## src/rtl/edge_pulser_bank_pkg.sv

```systemverilog
// Shared definitions for the edge pulser bank.
// Holds the edge-mode codes and the constant helper functions
// used to size the per-channel counters.
package edge_pulser_bank_pkg;

  localparam int EDGE_RISE = 0;
  localparam int EDGE_FALL = 1;
  localparam int EDGE_BOTH = 2;

  // Ceiling log2 for sizing counters; returns the bits needed
  // to represent values 0 .. value-1.
  function automatic int clog2(input int value);
    int r;
    r = 0;
    for (int i = 0; i < 31; i++) begin
      if ((1 << i) < value) r = i + 1;
    end
    return r;
  endfunction

  function automatic int imax(input int a, input int b);
    return (a > b) ? a : b;
  endfunction

endpackage

```

## src/rtl/edge_pulser_chan.sv

```systemverilog
// One channel of the edge pulser bank: synchroniser, debounce,
// edge detect and optional hold-to-repeat.
// Ports:
//   clk   - system clock
//   rst   - asynchronous active-high reset
//   i     - raw asynchronous input
//   en    - pulse enable (debounce and repeat cadence run regardless)
//   y     - one-cycle pulse per selected edge or repeat
//   level - debounced level
//   rep   - high with y when the pulse is a repeat
module edge_pulser_chan
  import edge_pulser_bank_pkg::*;
#(
  parameter int SYNC_STAGES   = 2,
  parameter int DB_CYCLES     = 4,
  parameter int EDGE_MODE     = 0,
  parameter int REPEAT_DELAY  = 0,
  parameter int REPEAT_PERIOD = 8
) (
  input  logic clk,
  input  logic rst,
  input  logic i,
  input  logic en,
  output logic y,
  output logic level,
  output logic rep
);

  localparam int CW   = clog2(DB_CYCLES + 1);
  localparam int RMAX = imax(REPEAT_DELAY, REPEAT_PERIOD);
  localparam int RW   = clog2(RMAX + 1);

  // Mode 3 falls through to rising-only behaviour.
  localparam bit RISE_ON = (EDGE_MODE != EDGE_FALL);
  localparam bit FALL_ON = (EDGE_MODE == EDGE_FALL) || (EDGE_MODE == EDGE_BOTH);
  localparam bit REP_ON  = (REPEAT_DELAY > 0) && (EDGE_MODE != EDGE_FALL);

  localparam logic [CW-1:0] CNT_LAST = CW'(DB_CYCLES - 1);
  localparam logic [RW-1:0] R_DELAY  = RW'(REPEAT_DELAY);
  localparam logic [RW-1:0] R_PERIOD = RW'(REPEAT_PERIOD);
  localparam logic [RW-1:0] R_MAX    = RW'(RMAX);

  logic [SYNC_STAGES-1:0] sync_reg;
  logic [CW-1:0]          cnt_reg;
  logic                   level_d_reg;
  logic                   rep_active_reg;
  logic                   rep_first_reg;
  logic [RW-1:0]          rcnt_reg;

  logic s;
  logic rise;
  logic fall;
  logic rep_hit;

  assign s    = sync_reg[SYNC_STAGES-1];
  assign rise = level & ~level_d_reg;
  assign fall = ~level & level_d_reg;

  // The first repeat waits REPEAT_DELAY cycles, later ones REPEAT_PERIOD.
  assign rep_hit = REP_ON && rep_active_reg && level &&
                   (rcnt_reg == (rep_first_reg ? R_DELAY : R_PERIOD));

  always_ff @(posedge clk or posedge rst) begin
    if (rst) begin
      sync_reg <= '0;
    end else begin
      sync_reg <= {sync_reg[SYNC_STAGES-2:0], i};
    end
  end

  // Debounce: accept s only after it has differed for DB_CYCLES samples.
  always_ff @(posedge clk or posedge rst) begin
    if (rst) begin
      cnt_reg <= '0;
      level   <= 1'b0;
    end else if (s != level) begin
      if (cnt_reg == CNT_LAST) begin
        level   <= s;
        cnt_reg <= '0;
      end else begin
        cnt_reg <= cnt_reg + 1'b1;
      end
    end else begin
      cnt_reg <= '0;
    end
  end

  // Repeat counter counts cycles since the last pulse of the held level.
  // It runs independently of en so masking does not disturb cadence.
  always_ff @(posedge clk or posedge rst) begin
    if (rst) begin
      rep_active_reg <= 1'b0;
      rep_first_reg  <= 1'b0;
      rcnt_reg       <= '0;
    end else if (!REP_ON || !level) begin
      rep_active_reg <= 1'b0;
      rep_first_reg  <= 1'b0;
      rcnt_reg       <= '0;
    end else if (rise) begin
      rep_active_reg <= 1'b1;
      rep_first_reg  <= 1'b1;
      rcnt_reg       <= RW'(1);
    end else if (rep_active_reg) begin
      if (rep_hit) begin
        rep_first_reg <= 1'b0;
        rcnt_reg      <= RW'(1);
      end else if (rcnt_reg != R_MAX) begin
        rcnt_reg <= rcnt_reg + 1'b1;
      end
    end
  end

  // Outputs are registered one cycle after the level change is visible.
  always_ff @(posedge clk or posedge rst) begin
    if (rst) begin
      level_d_reg <= 1'b0;
      y           <= 1'b0;
      rep         <= 1'b0;
    end else begin
      level_d_reg <= level;
      y           <= en & ((RISE_ON & rise) | (FALL_ON & fall) | rep_hit);
      rep         <= en & rep_hit;
    end
  end

endmodule

```

## src/rtl/edge_pulser_bank.sv

```systemverilog
// N-channel edge pulser: each channel synchronises, debounces and
// edge-detects its own input, with optional hold-to-repeat.
// Ports:
//   clk   - system clock
//   rst   - asynchronous active-high reset
//   I     - raw asynchronous inputs, one per channel
//   en    - per-channel pulse enable
//   Y     - per-channel one-cycle pulses
//   level - per-channel debounced level
//   rep   - per-channel repeat flag, high together with Y
module edge_pulser_bank
  import edge_pulser_bank_pkg::*;
#(
  parameter int N             = 4,
  parameter int SYNC_STAGES   = 2,
  parameter int DB_CYCLES     = 4,
  parameter int EDGE_MODE     = EDGE_RISE,
  parameter int REPEAT_DELAY  = 0,
  parameter int REPEAT_PERIOD = 8
) (
  input  logic         clk,
  input  logic         rst,
  input  logic [N-1:0] I,
  input  logic [N-1:0] en,
  output logic [N-1:0] Y,
  output logic [N-1:0] level,
  output logic [N-1:0] rep
);

  for (genvar gi = 0; gi < N; gi++) begin : g_chan
    edge_pulser_chan #(
      .SYNC_STAGES  (SYNC_STAGES),
      .DB_CYCLES    (DB_CYCLES),
      .EDGE_MODE    (EDGE_MODE),
      .REPEAT_DELAY (REPEAT_DELAY),
      .REPEAT_PERIOD(REPEAT_PERIOD)
    ) u_chan (
      .clk  (clk),
      .rst  (rst),
      .i    (I[gi]),
      .en   (en[gi]),
      .y    (Y[gi]),
      .level(level[gi]),
      .rep  (rep[gi])
    );
  end

endmodule

```

## config.mk

```make
export PLATFORM = sky130hd
export DESIGN_NAME = edge_pulser_bank
export DESIGN_NICKNAME = d
export VERILOG_FILES = /design/src/rtl/edge_pulser_bank_pkg.sv /design/src/rtl/edge_pulser_chan.sv /design/src/rtl/edge_pulser_bank.sv
export SDC_FILE = /design/constraint.sdc
export NUM_CORES = 1
export LEC_CHECK = 0
export CORE_ASPECT_RATIO = 1.25
export CORE_MARGIN = 1
export CORE_UTILIZATION = 30
export DETAILED_ROUTE_END_ITERATION = 12
export SLEW_MARGIN = 15
export SYNTH_ARGS = -nofsm -noshare
export SYNTH_HDL_FRONTEND = slang
export SYNTH_SLANG_ARGS = --single-unit
```

## constraint.sdc

```tcl
create_clock -name clk -period 1.5 [get_ports clk]
set_input_delay 0.3 -clock clk [delete_from_list [all_inputs] [get_ports clk]]
set_output_delay 0.3 -clock clk [all_outputs]
set_load 0.02 [all_outputs]
```

* After elaboration in Yosys (flattened, before gate mapping)
Index checks and enable logic that the tools add are counted.
** Storage, ports and cells
- Flip-flop bits (word level) :: 32
- Output and inout port bits :: 12
** Cells by class
- Bitwise logic cells :: 12
- Equal/unequal tests :: 8
- $add $sub $neg :: 4
- Reduce and logical (&&, ||, !) cells :: 4
- Multiplexer cells :: 8
** Operators with widths (number)
- 3-bit 2-to-1 mux :: 8
- 3-bit by 1-bit adder with 3-bit output, second input constant :: 4
- 3-bit by 2-bit == test with 1-bit output, second input constant :: 4
- 1-bit AND :: 8
- 2-bit AND reduction :: 4
- 1-bit != test :: 4
- 1-bit inverter :: 4

* Longest topological paths before layout
- Depth after elaboration :: 3
- Depth in mapped cells :: 3
- Gate-level depth less buffers :: 3

* Cells and area by module
From an unflattened synthesis, not the netlist that was laid out.
** Second synthesis, totals
- Cell total of the unflattened synthesis :: 76
- Area total of the unflattened synthesis :: 1166.1 um2
** By module, submodules not included
- edge_pulser_chan :: instances 4, cells each 19, area each 291.5 um2, sequential area each 200.2 um2

* Worst setup path after synthesis
OpenSTA, ideal clock, no wires.
- Kind :: register to register
- From :: register g_chan[2].u_chan.cnt_reg[0]
- To :: register g_chan[2].u_chan.level
- Setup time :: 0.125 ns
- Data arrival time :: 0.993 ns
- Period minus slack after synthesis :: 1.119 ns
- Buffers on the path :: 0
- Slack :: 0.381 ns
- Stages on the path, launching flop included :: 4
- Data required time :: 1.375 ns
- Cells stage by stage :: dfrtp_1 ha_1 nor2b_4 mux2_4
** On the way
- Cells in the longest elaborated chain, start to end :: 2
** RTL lines
- start, declared :: RTL line edge_pulser_chan.sv:44 : logic [CW-1:0] cnt_reg;
- start signal, assigned :: RTL line edge_pulser_chan.sv:81 : cnt_reg <= cnt_reg + 1'b1;
- 3-bit by 2-bit == test with 1-bit output :: RTL line edge_pulser_chan.sv:77 : if (cnt_reg == CNT_LAST) begin
- 2-bit AND reduction (no line)
- end signal, assigned :: RTL line edge_pulser_chan.sv:78 : level <= s;
- end, declared :: RTL line edge_pulser_chan.sv:25 : output logic level,
No other way between the ends.
A chain may end at the register's enable or synchronous reset.

* Worst setup path in the final report
- From :: register g_chan[0].u_chan.level
- To :: output level[0]
** RTL lines
- start, declared :: RTL line edge_pulser_chan.sv:25
- start signal, assigned :: RTL line edge_pulser_chan.sv:78
- end, declared :: RTL line edge_pulser_bank.sv:26 : output logic [N-1:0] level,
No word-level cell between the ends.

==> results by group <==
Run status
  • Status: complete, no violations

Global route
  • Global-route wire length before repair: 2.84 mm
  • Met2 Use GR: 0.140
  • Initial antenna violation count: 0
  • Remaining global-route overflow: 0
  • Number of global-route vias before repair: 631
  • Met3 track utilization from global routing: 0.0563
  • Overall Global Routing Usage: 0.0971
  • GR met1 Demand/Resource: 0.104
  • Maximum number of pins on one net before global-route repair: 33
  • Most used routing layer in global routing: met2

Timing
  • Final setup TNS: 0 ps
  • Max Clock Freq: 0.742 GHz
  • Unrepaired setup endpoints after global routing: false
  • Final hold violation count: 0
  • Final worst-path setup slack: 152 ps
  • # setup viols final: 0
  • Worst setup skew after layout: 4.46 ps
  • Final critical-path share of the clock period: 0.899
  • Min Tclk post-route: 1350 ps
  • Max-slew violation count: 0

Drt
  • Routed wire length: 1.67 mm
  • Number of antenna-violating nets in the routed design: 0
  • DR iter-0 viols: 14
  • Average wire per cell in the routed design: 11.1 µm
  • First-pass iteration count of the detailed router: 2
  • DRC violation count after routing: 0
  • Vias post-DR: 587
  • Vias per std cell: 3.91

Placement
  • Worst slack after detailed placement: 167 ps
  • Final RePlAce weighted congestion: 0.621
  • HPWL Detailed: 1.17 mm
  • Total instance count after detailed placement: 142
  • Port bufs: 17
  • Post-DP Area: 0.00141 mm²

Finish
  • Highest-count cells in the layout ignoring fill and taps: sky130_fd_sc_hd__dfrtp_1, sky130_fd_sc_hd__clkdlybuf4s50_1, sky130_fd_sc_hd__clkbuf_8, sky130_fd_sc_hd__dlygate4sd2_1, sky130_fd_sc_hd__nor3b_1
  • Final Instance Area: 0.00153 mm²
  • Antenna diodes: 0
  • Core utilization of the finished layout: 0.396
  • Layout cell share with drive strength beyond 1: 0.188
  • Post-synthesis to final-layout area growth: 25.2%
  • Most common cell after layout, fill and taps aside: sky130_fd_sc_hd__dfrtp_1
  • Cell Count, Final, Fillers Out: 150
  • Post-layout nets: 109
  • Flip-flop count of the largest register after layout: 12

Clocking
  • CTS tree: built
  • CTS sink count: 32
  • Worst-case clock buffer depth: 2
  • Latest clock arrival within the worst-skew pair: 280 ps
  • Clock transition at path regs: 60 ps
  • Hold buffers post-CTS: 0
  • Total CTS buffers: 5
  • Number of H-tree branching levels: 2
  • Clk Tree Root Cell: sky130_fd_sc_hd__clkbuf_8

Setup path
  • Startpoint of the worst setup timing path: g_chan[0].u_chan.level
  • Data arrival time of the critical path: 1050 ps
  • Number of cells on the worst reg-to-reg path: 3
  • Endpoint type of the worst setup path: primary output
  • Cell family with the largest share of critical-path delay: flip-flops
  • Crit-path slowest cell: sky130_fd_sc_hd__dfrtp_1
  • WP depth: 1
  • Sum of buffers and inverters on the critical path: 1
  • Crit path required time: 1200 ps
  • Worst path cell trace: dlygate4sd2_1
  • Kind of start point of the critical path: register
  • Highest fanout seen on the critical path: 5
  • Source of the worst register-to-register timing path: g_chan[0].u_chan.cnt_reg[0]
  • Critical path's largest stage delay: 410 ps
  • CP Class: reg -> out

Floorplan
  • Rows: 25
  • Die boundary height: 73.3 µm
  • Horizontal die dimension: 59.0 µm
  • Placeable Area: 0.00385 mm²
  • Initial core utilization: 0.317
  • Floorplan die area: 0.00432 mm²
  • I/O pin total: 22

Pwr
  • Leak pwr: 0.000738 µW
  • Peak supply drop: 0.770 mV
  • Power Dens Cells: 1830 mW/mm²

Synthesis
  • Flip-flop and latch count after synthesis: 32
  • Number of distinct library cell variants in the gate-level netlist after synthesis: 16
  • Synth warn: 0
  • Gate count of the mapped netlist: 78
  • Area share of the leading cell type in the synthesized netlist: 0.657
  • Leading post-synthesis cells by cell area: sky130_fd_sc_hd__dfrtp_1, sky130_fd_sc_hd__buf_4, sky130_fd_sc_hd__nor2b_4
  • Synth Cell Area: 0.00122 mm²
  • Cell taking the most area after synthesis: sky130_fd_sc_hd__dfrtp_1
  • Proportion of synthesized chip area in sequential cells: 0.657
  • Average cell area after synthesis: 15.6 µm²

Run
  • Number of maximum-capacitance constraint violations: 0

Worst hold path
  • Worst min-delay path category: in -> async
==> cell usage after synthesis, drive strengths merged <==
cell   instances
conb           1
nor2b          5
nor3b          7
mux2           4
nor3           4
buf           12
ha             4
dfrtp         32
xnor2          4
inv            1
and3b          4
==> worst paths after layout <==
| path | endpoint | slack (ps) |
|---|---|---|
| hold reg to reg | g_chan[3].u_chan.sync_reg[1] | 350 |
| hold / removal | g_chan[0].u_chan.sync_reg[0] | 350 |
| setup / recovery | level[0] | 150 |
| max in group asynchronous | g_chan[3].u_chan.cnt_reg[0] | 980 |
| min in group clk | g_chan[3].u_chan.sync_reg[1] | 350 |
| setup reg to reg | g_chan[0].u_chan.level | 330 |
==> kinds of logic after synthesis <==
| kind of cell | after synthesis | share of synthesized area |
|---|---|---|
| adders and majority gates | 4 | 0.0411 |
| muxes | 4 | 0.0400 |
| and+or+nand+nor | 20 | 0.147 |
| other | 1 | 0.00308 |
| buffers and inverters | 13 | 0.0770 |
| DFF | 32 | 0.657 |
| xor gates and xnor gates | 4 | 0.0349 |
==> power by group <==
| part | switching, µW | internal, µW | total, µW | leakage [µW] |
|---|---|---|---|---|
| sequential | 121 | 1090 | 1220 | 0.000402 |
| clock | 303 | 586 | 888 | 0.0000645 |
| combinational | 330 | 353 | 682 | 0.000272 |
==> per-stage QoR <==
step	total power [µW]	hold WS (ps)
after CTS	2840	347
after global routing	2960	358
after floorplan	1800	331
final	2790	349
after detailed placement	1990	336
after global placement	1940	332
==> final cells by class <==
class                      count  area, µm²
sequential                    32        801
clock buffer                   7       96.3
timing repair buffer          19        191
tap                           54       67.6
fill                         364       2320
inverter                       1       3.75
multi-input combinational     36        335
clock inverter                 1       30.0
==> repair_timing <==
item                                   4_1_cts  5_1_grt
endpoints found under the hold margin        0        0
setup buffers                                0        0
setup endpoints to repair                    7        1
gates resized for setup                      7        1
==> per-layer routing <==
metal / up-vias / share of wire
li1: 274 / -
met1: 292 / 0.41
met5: - / 0
met3: 4 / 0.070
met2: 17 / 0.49
met4: 0 / 0.025
Power figures use the tool's default switching activity.
==> edit 1: new RTL, same settings <==
`DB_CYCLES` is set to 4 in 2 places; all go to 3.
--- a/src/rtl/edge_pulser_chan.sv
+++ b/src/rtl/edge_pulser_chan.sv
@@ -14,3 +14,3 @@
   parameter int SYNC_STAGES   = 2,
-  parameter int DB_CYCLES     = 4,
+  parameter int DB_CYCLES     = 3,
   parameter int EDGE_MODE     = 0,
--- a/src/rtl/edge_pulser_bank.sv
+++ b/src/rtl/edge_pulser_bank.sv
@@ -15,3 +15,3 @@
   parameter int SYNC_STAGES   = 2,
-  parameter int DB_CYCLES     = 4,
+  parameter int DB_CYCLES     = 3,
   parameter int EDGE_MODE     = EDGE_RISE,
Function: changed (Yosys sat finds a counterexample within 10 cycles, from zero or initial values and one cycle with rst high).
==> edit 1 against the original RTL <==
  * Count of clock-buffer cells in the layout fell by 4
  * Register-to-register slack better by 0.21 ns
  * Synthesized area is 15% lower
  * Final area decreased by 19%
  * Power shrank 21%
  * Critical endpoint is now level[1]
  * Maximum frequency fell by 0.26%
  * Via count is 18% lower
  * Sequential cell count shrank 4
  * Sequential share of layout area rose by 4.5 points
  * Synthesized cell count is 13% lower
  * Worst setup slack got worse by 0.0035 ns
  * Critical path type unchanged
  * Largest cell class unchanged
  * Routed wire length down 29%
  * Largest power group unchanged
==> edit 1: results (changes against the original RTL) <==
| Metric | Value |
|---|---|
| Result of the run | `completed` |
| Top cells by area, synth | `sky130_fd_sc_hd__dfrtp_1 68%, sky130_fd_sc_hd__buf_4 8.7%, sky130_fd_sc_hd__mux2_4 5.8%` |
| Synth top cells by count | `28 x sky130_fd_sc_hd__dfrtp_1, 12 x sky130_fd_sc_hd__buf_4, 4 x sky130_fd_sc_hd__mux2_4, 4 x sky130_fd_sc_hd__nor3_1, 4 x sky130_fd_sc_hd__xnor2_1` |
| Post-synthesis xor/xnor area fraction | `3.390% (-0.10 points)` |
| Reg2reg setup slack | `0.54 ns (+0.21 ns)` |
| Number of CTS-inserted buffers | `3 (-2)` |
| Total routing usage reported by global routing | `8.073% (-1.6 points)` |
| Final-layout worst hold slack | `0.3539 ns (+0.005005 ns)` |
| Timing-limited maximum frequency | `0.7398 GHz (-0.26%)` |
| Placement Rows | `23 (-8.0%)` |
| Placed Area | `0.001186 mm^2 (-16%)` |
| Multi-input comb cells | `30 (-17%)` |
| Share of post-route cells with drive strength above 1 | `17.28% (-1.5 points)` |
| Distinct cell type count of the synthesized netlist | `15 (-1)` |
| Worst clock skew | `0.0009247 ns (-0.003539 ns)` |
| R2r endpoint | `g_chan[1].u_chan.level` |
| Sum of routed wire length over all layers | `1182 um (-29%)` |
| Clock Latency Late Sink | `0.26 ns (-0.02 ns)` |
| Total iterations of the first detailed-routing run | `3 (+1)` |
| Sequential group power | `1160 uW (-5%)` |
| Pin count of the biggest net entering global routing | `29 (-12%)` |
| Syn avg cell area | `15.20 um^2 (-2.7%)` |
| Count of filler cells inserted in the layout | `306 (-16%)` |
| Proportion of synthesized chip area in sequential cells | `67.80% (+2.1 points)` |
| Mux share of post-synthesis cell area | `5.811% (+1.8 points)` |
| Adder and majority gate portion of the synthesized area | `0% (-4.1 points)` |
| Depth of the worst register-to-register path | `2 (-1)` |
| Via count of the first global-routing pass | `511 (-19%)` |
| Worst Setup SP | `g_chan[1].u_chan.level` |
| H-tree levels | `1 (-1)` |
-- edit 1: changes by cell type after synthesis, moves of 2 or more --
| cell | before | now |
|---|---|---|
| sky130_fd_sc_hd__nor2b_4 | 4 | 2 |
| sky130_fd_sc_hd__nand2_1 | 0 | 2 |
| sky130_fd_sc_hd__mux2_4 | 1 | 4 |
| sky130_fd_sc_hd__nor3b_1 | 6 | 2 |
| sky130_fd_sc_hd__nor2_1 | 0 | 2 |
| sky130_fd_sc_hd__dfrtp_1 | 32 | 28 |
| sky130_fd_sc_hd__mux2_1 | 3 | 0 |
| sky130_fd_sc_hd__and3b_1 | 4 | 2 |
| sky130_fd_sc_hd__ha_1 | 4 | 0 |
-- edit 1: per-layer routing --
metal,global-route usage [%],share of wire (%),vias up
li1,-,-,227
met1,9.605,43,241
met2,12.50,51,15
met3,3.153,6.3,0
met4,3.846,0,0
met5,0,0,-
==> edit 2: new RTL, same flow settings <==
Made on the original files. Register the output `level`; this adds one clock of latency there. The other outputs are not delayed to match. Comments in the files are not updated.
--- a/src/rtl/edge_pulser_bank.sv
+++ b/src/rtl/edge_pulser_bank.sv
@@ -29,2 +29,4 @@
 
+  logic [N-1:0] level_d;
+
   for (genvar gi = 0; gi < N; gi++) begin : g_chan
@@ -42,3 +44,3 @@
       .y    (Y[gi]),
-      .level(level[gi]),
+      .level(level_d[gi]),
       .rep  (rep[gi])
@@ -47,2 +49,6 @@
 
+  always_ff @(posedge clk) begin
+      level <= level_d;
+  end
+
 endmodule
Formal check against the unedited RTL: not equivalent (Yosys sat finds a counterexample within 10 cycles, from zero or initial values and one cycle with rst high).
==> edit 2 against the original RTL <==
  * Sequential power grew 15%
  * Routed wire length fell by 2.4%
  * Maximum frequency increased by 7.1%
  * Sequential cell count rose by 4
  * Worst setup slack improved by 0.089 ns
  * Power increased by 2.7%
  * Synthesized area rose by 2.7%
  * Final area up 2.6%
  * Clock power down 6.9%
  * Critical path type unchanged
  * Largest power group unchanged
  * Highest routed layer unchanged
==> edit 2: results (changes against the original RTL) <==
| Metric | Value |
|---|---|
| Global routing met1 resource utilization | `10.64% (+0.23 points)` |
| Sum of routed wire length over all layers | `1629 um (-2.4%)` |
| Final clock period utilization by the worst path | `83.93% (-5.9 points)` |
| Proportion of synthesized chip area in sequential cells | `70.40% (+4.7 points)` |
| Hold WC Path Type | `reg2reg` |
| Startpoint of the worst-slack reg-to-reg timing path | `g_chan[3].u_chan.cnt_reg[0]` |
| P_clk | `827 uW (-6.9%)` |
| NetSw | `781.1 uW (+3.6%)` |
| Violation count after the first detailed-route iteration | `2 (-12)` |
| DP HPWL | `1177 um (+0.42%)` |
| Portion of total power attributed to sequential cells | `48.8% (+5.2 points)` |
| First-pass GRT wire length | `2980 um (+4.9%)` |
| Via count of the routed design | `600 (+2.2%)` |
| Met3 wire length | `103 um (-12%)` |
| Routed wire length per instance | `10.58 um (-4.9%)` |
| Count of filler cells inserted in the layout | `374 (+2.7%)` |
| Routability congestion estimate | `0.6296 (+1.4%)` |
| Leakage Power | `0.0007379 uW (about the same)` |
| Met3 capacity usage during global routing | `4.696% (-0.94 points)` |
| Post-synthesis instance total | `79 (+1.3%)` |
| Placed Area | `0.001460 mm^2 (+3.9%)` |
| Largest incremental delay on the critical path | `0.36 ns (-0.05 ns)` |
| Result of the run | `completed` |
| Top cells by area, synth | `sky130_fd_sc_hd__dfrtp_1 64%, sky130_fd_sc_hd__dfxtp_1 6.4%, sky130_fd_sc_hd__buf_4 4.8%` |
| Net count reported at finish | `113 (+3.7%)` |
| Total iterations of the first detailed-routing run | `3 (+1)` |
| Place WS | `0.2773 ns (+0.1100 ns)` |
| Worst Path Max Fanout | `1 (-4)` |
| Share of async-settable or async-resettable flops after synthesis | `88.89% (-11 points)` |
| Total instance count after detailed placement | `146 (+2.8%)` |
| Via count of the first global-routing pass | `651 (+3.2%)` |
| Met1 Wirelength | `674 um (-1.5%)` |
| Power share of the clock group | `28.9% (-3.0 points)` |
| R2r endpoint | `g_chan[3].u_chan.level` |
| Worst clock skew | `0.006800 ns (+0.002337 ns)` |
-- edit 2: cell families after synthesis --
logic type	share of synthesized area, %
and+or+nand+nor	13.80
adders and majority gates	4.000
muxes	3.600
buffers and inverters	5.100
other	0.2997
DFF	70.40
xor gates and xnor gates	2.800
-- edit 2: area by class of cell --
class | instances | area [um^2] | area share, %
Sequential cell | 36 | 880.8 | 56.28
Timing Repair Buffer | 18 | 183.9 | 11.75
Tap cell | 54 | 67.56 | 4.317
Inverter | 1 | 3.754 | 0.2398
Clock buffer | 5 | 68.82 | 4.396
Clock inverter | 3 | 42.54 | 2.718
Multi-Input combinational cell | 37 | 317.8 | 20.30
-- edit 2: repair_timing --
action / 4_1_cts / 5_1_grt
endpoints found under the setup margin: 7 / 1
pin swaps: 0 / 0
gates resized for setup: 7 / 1
hold buffers: 0 / 0
hold endpoints to repair: 0 / 0
